===== src/rtl/mm_axis_packer.sv =====
// Packs D_W_ACC-bit result elements into AXIS_W-bit AXI-Stream beats, with
// TLAST/TKEEP framing per M*N2-element matrix and an upstream in_last cross-check.
module mm_axis_packer #(
  parameter int M       = 8,
  parameter int N2      = 8,
  parameter int D_W_ACC = 16,
  parameter int AXIS_W  = 32
) (
  input  logic                  clk,
  input  logic                  rst_n,
  input  logic [D_W_ACC-1:0]    in_data,
  input  logic                  in_valid,
  output logic                  in_ready,
  input  logic                  in_last,
  output logic [AXIS_W-1:0]     m_axis_tdata,
  output logic [AXIS_W/8-1:0]   m_axis_tkeep,
  output logic                  m_axis_tlast,
  output logic                  m_axis_tvalid,
  input  logic                  m_axis_tready,
  output logic                  frame_done,
  output logic                  err_last
);

  localparam int K      = AXIS_W / D_W_ACC;
  localparam int FRAME  = M * N2;
  localparam int BPL    = D_W_ACC / 8;
  localparam int KEEP_W = AXIS_W / 8;
  localparam int LANE_W = (K > 1) ? $clog2(K) : 1;
  localparam int IDX_W  = (FRAME > 1) ? $clog2(FRAME) : 1;
  localparam logic [LANE_W-1:0] LAST_LANE = LANE_W'(K - 1);
  localparam logic [IDX_W-1:0]  LAST_IDX  = IDX_W'(FRAME - 1);

  if ((AXIS_W % D_W_ACC) != 0 || (D_W_ACC % 8) != 0 || FRAME < 1) begin : g_param_check
    $error("mm_axis_packer: illegal parameters AXIS_W=%0d D_W_ACC=%0d FRAME=%0d",
           AXIS_W, D_W_ACC, FRAME);
  end

  logic [LANE_W-1:0] lane;
  logic [IDX_W-1:0]  elem_idx;
  logic [AXIS_W-1:0] pack;
  logic [AXIS_W-1:0] beat_data;
  logic [KEEP_W-1:0] beat_keep;
  logic              frame_end;
  logic              completes;
  logic              accept;
  logic              out_hs;

  assign frame_end = (elem_idx == LAST_IDX);
  assign completes = (lane == LAST_LANE) || frame_end;

  // Valid/ready: a transfer happens on a rising edge where valid && ready; a
  // producer never withdraws valid or changes payload until that transfer.
  // in_ready only falls when this element would need the output register
  // while it still holds an unaccepted beat.
  assign in_ready = !completes || !m_axis_tvalid || m_axis_tready;
  assign accept   = in_valid && in_ready;
  assign out_hs   = m_axis_tvalid && m_axis_tready;

  // Lanes below the current one come from the pack register, the current lane
  // is the incoming element, lanes above are zero with their keep bytes clear.
  always_comb begin
    beat_data = '0;
    beat_keep = '0;
    for (int j = 0; j < K; j++) begin
      if (LANE_W'(j) < lane) begin
        beat_data[j*D_W_ACC +: D_W_ACC] = pack[j*D_W_ACC +: D_W_ACC];
      end else if (LANE_W'(j) == lane) begin
        beat_data[j*D_W_ACC +: D_W_ACC] = in_data;
      end
      if (LANE_W'(j) <= lane) begin
        beat_keep[j*BPL +: BPL] = '1;
      end
    end
  end

  always_ff @(posedge clk or negedge rst_n) begin
    if (!rst_n) begin
      lane     <= '0;
      elem_idx <= '0;
      pack     <= '0;
    end else if (accept) begin
      elem_idx <= frame_end ? '0 : elem_idx + 1'b1;
      if (completes) begin
        lane <= '0;
      end else begin
        lane <= lane + 1'b1;
        for (int j = 0; j < K; j++) begin
          if (LANE_W'(j) == lane) begin
            pack[j*D_W_ACC +: D_W_ACC] <= in_data;
          end
        end
      end
    end
  end

  always_ff @(posedge clk or negedge rst_n) begin
    if (!rst_n) begin
      m_axis_tvalid <= 1'b0;
      m_axis_tdata  <= '0;
      m_axis_tkeep  <= '0;
      m_axis_tlast  <= 1'b0;
      frame_done    <= 1'b0;
      err_last      <= 1'b0;
    end else begin
      frame_done <= out_hs && m_axis_tlast;
      if (accept && completes) begin
        m_axis_tvalid <= 1'b1;
        m_axis_tdata  <= beat_data;
        m_axis_tkeep  <= beat_keep;
        m_axis_tlast  <= frame_end;
      end else if (out_hs) begin
        m_axis_tvalid <= 1'b0;
      end
      if (accept && (in_last != frame_end)) begin
        err_last <= 1'b1;
      end
    end
  end

endmodule

===== config.mk =====
export PLATFORM = sky130hd
export DESIGN_NAME = mm_axis_packer
export DESIGN_NICKNAME = d
export VERILOG_FILES = /design/src/rtl/mm_axis_packer.sv
export SDC_FILE = /design/constraint.sdc
export NUM_CORES = 1
export LEC_CHECK = 0
export BUFFER_PORTS_ARGS = -buffer_cell sky130_fd_sc_hd__buf_4
export CORE_MARGIN = 2
export CORE_UTILIZATION = 52
export CTS_CLUSTER_DIAMETER = 100
export DETAILED_ROUTE_END_ITERATION = 7
export HOLD_SLACK_MARGIN = 0.05
export PLACE_DENSITY = 0.78
export SLEW_MARGIN = 15
export SYNTH_ARGS = -nofsm -noshare
export SYNTH_HDL_FRONTEND = slang
export SYNTH_SLANG_ARGS = --single-unit

===== constraint.sdc =====
create_clock -name clk -period 2.4 [get_ports clk]
set_input_delay 0.48 -clock clk [delete_from_list [all_inputs] [get_ports clk]]
set_output_delay 0.48 -clock clk [all_outputs]
set_load 0.02 [all_outputs]

==> run_results.csv <==
group,metric,value,unit
sta,setup_violations,0,
setup_path,worstPathMaxFanout,5,
clock_network,cts_resized,0,
pwr,p_leak,1.51,nW
floorplan,coreArea,4720,sq um
synthesis,synthTopCellsByCount,"dfrtp_1 (61), o21ai_0 (29), a22o_1 (16), mux2_2 (16), mux2i_1 (16)",
floorplan,start_util,53.9,%
setup_path,cp_data_arrival_time,1.69,ns
sta,tightest_slew,0.753,ns
clock_network,postCtsHoldBufs,0,
setup_path,r2r_end,"pack[14]$_DFFE_PN0P_",
clock_network,clock-sinks,61,
route,wl,5280,um
synthesis,ys_seq_elements,61,
floorplan,rows,25,
placed_design,globalplace.congestion,0.789,
sta,fmax,461,MHz
flow_run,drv_cap,0,
global_route,grt_pass1_vias,1754,
synthesis,ys_warn_count,0,
synthesis,ys_seq_area_share,60.0,%
setup_path,max_stage_delay,0.40,ns
setup_path,timing.critical_path.max_delay_family,"simple AND/OR/NAND/NOR gates",
setup_path,cp.buffers_inverters,1,
floorplan,chipWidth,74.0,um
synthesis,synth_enable_flop_cells,0,
sta,finalCriticalPeriod,2.17,ns
clock_network,clkTransAtPathRegs,0.07,ns
finish,n_antenna_cell,0,
setup_path,crit_slowest_cell,"dfrtp_1",
clock_network,clk_latency,0.34,ns
global_route,grt_overflow_total,0,
setup_path,worstRegToRegCells,5,
route,remaining_drc_errors,0,
setup_path,regToRegStartpoint,"elem_idx[0]$_DFFE_PN0P_",
clock_network,max-clock-path-buffers,2,
placed_design,port_buffers,61,
setup_path,cp_data_required_time,1.92,ns
finish,seqCellArea,1530,sq um
clock_network,cts-root-buf,"clkbuf_8",
synthesis,syn_nets,219,
route,drt_first_pass_iters,4,
hold_path,hold_class,"in -> async",
synthesis,yosys.area.top_type,"dfrtp_1",
finish,synthToLayoutAreaGrowth,26.5,%
finish,drive_gt1_share,37.6,%
pwr,powerDensity,1290,nW/um^2
sta,final-max-slew-violation-count,0,
synthesis,synth_area,2540,sq um
floorplan,ios,62,
setup_path,rrSetupSlack,0.57,ns
floorplan,die_h,74.0,um
synthesis,synthAdderAreaFrac,0.492,%
setup_path,crit_path_end,"in_ready",
synthesis,synthArstFlopShare,100,%
synthesis,synth-xor-area-share,1.03,%
finish,fillers,369,
clock_network,h-tree-depth,3,
route,post_drt_wl_per_cell,15.9,um
synthesis,avgSynthCellArea,12.9,sq um
route,first_iter_violations,79,
sta,hold_viol,0,
sta,rsz0062_at_grt,"false",
finish,multiInputGateArea,907,sq um
synthesis,synth_most_common_cell,"dfrtp_1",
placed_design,dpl_cell_area,3030,sq um
synthesis,syn_inst,197,
clock_network,cts-buffers-inserted,9,
synthesis,yosys.area_share.simple,5.16,%
sta,final.setup.tns,0,ns
setup_path,worstPathCellList,"ha_1 -> and3_4 -> a21oi_4 -> or2_2 -> buf_4",
clock_network,cts_setup_buffers,0,
sta,period_share,90.4,%
global_route,antenna_found_initial,0,
clock_network,cts_tree,"built",
setup_path,start_kind,"register",
global_route,grt_pass1_wl,8490,um
pwr,ir_drop,0.729,mV
global_route,grt_start_max_net_pins,62,
setup_path,path_class,"reg -> out",
synthesis,synth_area_leaders,"dfrtp_1 (60%), mux2_2 (7.1%), mux2i_1 (6.3%), o21ai_0 (5.7%), a22o_1 (5.5%)",
finish,utilization,68.1,%
placed_design,hpwl,3290,um
finish,final_nets,283,
floorplan,die_area,5470,sq um
route,vias,1829,
synthesis,synth_compound_area_share,15.1,%
finish,fin_area,3220,sq um
synthesis,ys.flop_type,"dfrtp_1",
sta,slew_headroom,49.8,%
route,postRouteAntennaNets,0,
route,viasPerCell,5.49,
synthesis,synth_top_family_by_area,"compound AO/OA/AOI/OAI gates",
setup_path,crit_path_start,"elem_idx[0]$_DFFE_PN0P_",
setup_path,crit_cells,5,
synthesis,yosysUniqueCellTypes,35,
sta,skew,0.00843,ns
setup_path,end_kind,"output port",
synthesis,synth_top_area_share,60.0,%
synthesis,synth.area.mux_share,13.8,%
global_route,track_usage,21.2,%
run_status,status,"finished, final reports clean",
[cell type report]
class,count,area share [%]
inverter,2,0.233
sequential,61,47.4
multi-input combinational,120,28.2
clock buffer,16,5.91
timing repair buffer,67,15.6
tap,67,2.60
[worst min path at each step]
stage	start	endpoint	slack, ns
2_1_floorplan	rst_n	elem_idx[0]$_DFFE_PN0P_	0.18
3_3_place_gp	err_last$_DFFE_PN0P_	err_last$_DFFE_PN0P_	0.47
3_5_place_dp	err_last$_DFFE_PN0P_	err_last$_DFFE_PN0P_	0.46
4_1_cts	rst_n	elem_idx[4]$_DFFE_PN0P_	0.23
5_1_grt	rst_n	m_axis_tdata[30]$_DFFE_PN0P_	0.26
6_report	rst_n	m_axis_tdata[30]$_DFFE_PN0P_	0.20
[placed cells by master, fill, tap and decap left out]
cell type  instances
o21ai_1            5
or2_2              1
a21oi_1            1
nor3_1             1
ha_1               1
xor2_1             2
dfrtp_1           61
a21o_1             2
xnor2_1            1
a21oi_4            1
o311ai_1           1
and3_1             3
nor2_1             3
nand2b_1           2
mux2_2            16
nand3b_1           1
and3_4             1
or2_1              1
nand2_2            1
mux2i_1           16
o21ai_0           29
o31ai_1            2
and2_1             1
inv_1              2
nand4_1            1
buf_4             67
mux2_1             1
nand3_1            3
o211ai_1           1
clkbuf_1           3
a22o_1            16
o21bai_1           1
clkbuf_8          13
nand2_1            5
[state kept, by name, summed over array words and instances, names as in the netlist]
signal,cells
m_axis_tlast,1
pack,16
m_axis_tkeep,2
elem_idx,6
m_axis_tdata,32
err_last,1
m_axis_tvalid,1
lane,1
frame_done,1
[per-stage QoR]
step / hold WS [ns] / cells / setup WS, ns / total power, mW
CTS: 0.232 / 333 / 0.217 / 4.19
global route: 0.264 / 333 / 0.182 / 4.40
global placement: 0.466 / 317 / 0.624 / 3.27
detailed placement: 0.464 / 317 / 0.560 / 3.32
finish: 0.197 / 333 / 0.230 / 4.15
floorplan: 0.184 / 197 / 0.666 / 2.67
[routing by layer]
layer  up-vias  track usage (%)  wire length (um)
met5         -                0                 0
met4         0             9.09                93
met1       929             27.3              2300
li1        841                -                 -
met3        10             7.05               294
met2        49             33.1              2600
[worst register-to-register path, stage by stage, from the launching register on]
cell and delay, ns:
dfrtp_1 0.42, ha_1 0.24, and3_4 0.21, a21oi_4 0.16, nand2_2 0.28, mux2_1 0.40
[power by group]
part           total (mW)  leakage (nW)  internal [mW]  switching (mW)
combinational        1.59         0.685          0.744           0.843
clock               0.852        0.0970          0.490           0.362
sequential           1.71         0.733           1.45           0.263
total                4.15          1.51           2.68            1.47
[kinds of logic after synthesis]
| kind of cell | Yosys count |
|---|---|
| simple gates | 24 |
| compound gates | 59 |
| xor+xnor | 3 |
| buf+inv | 16 |
| mux | 33 |
| flops | 61 |
| fa+ha+maj | 1 |
(Power assumes the default switching activity.)
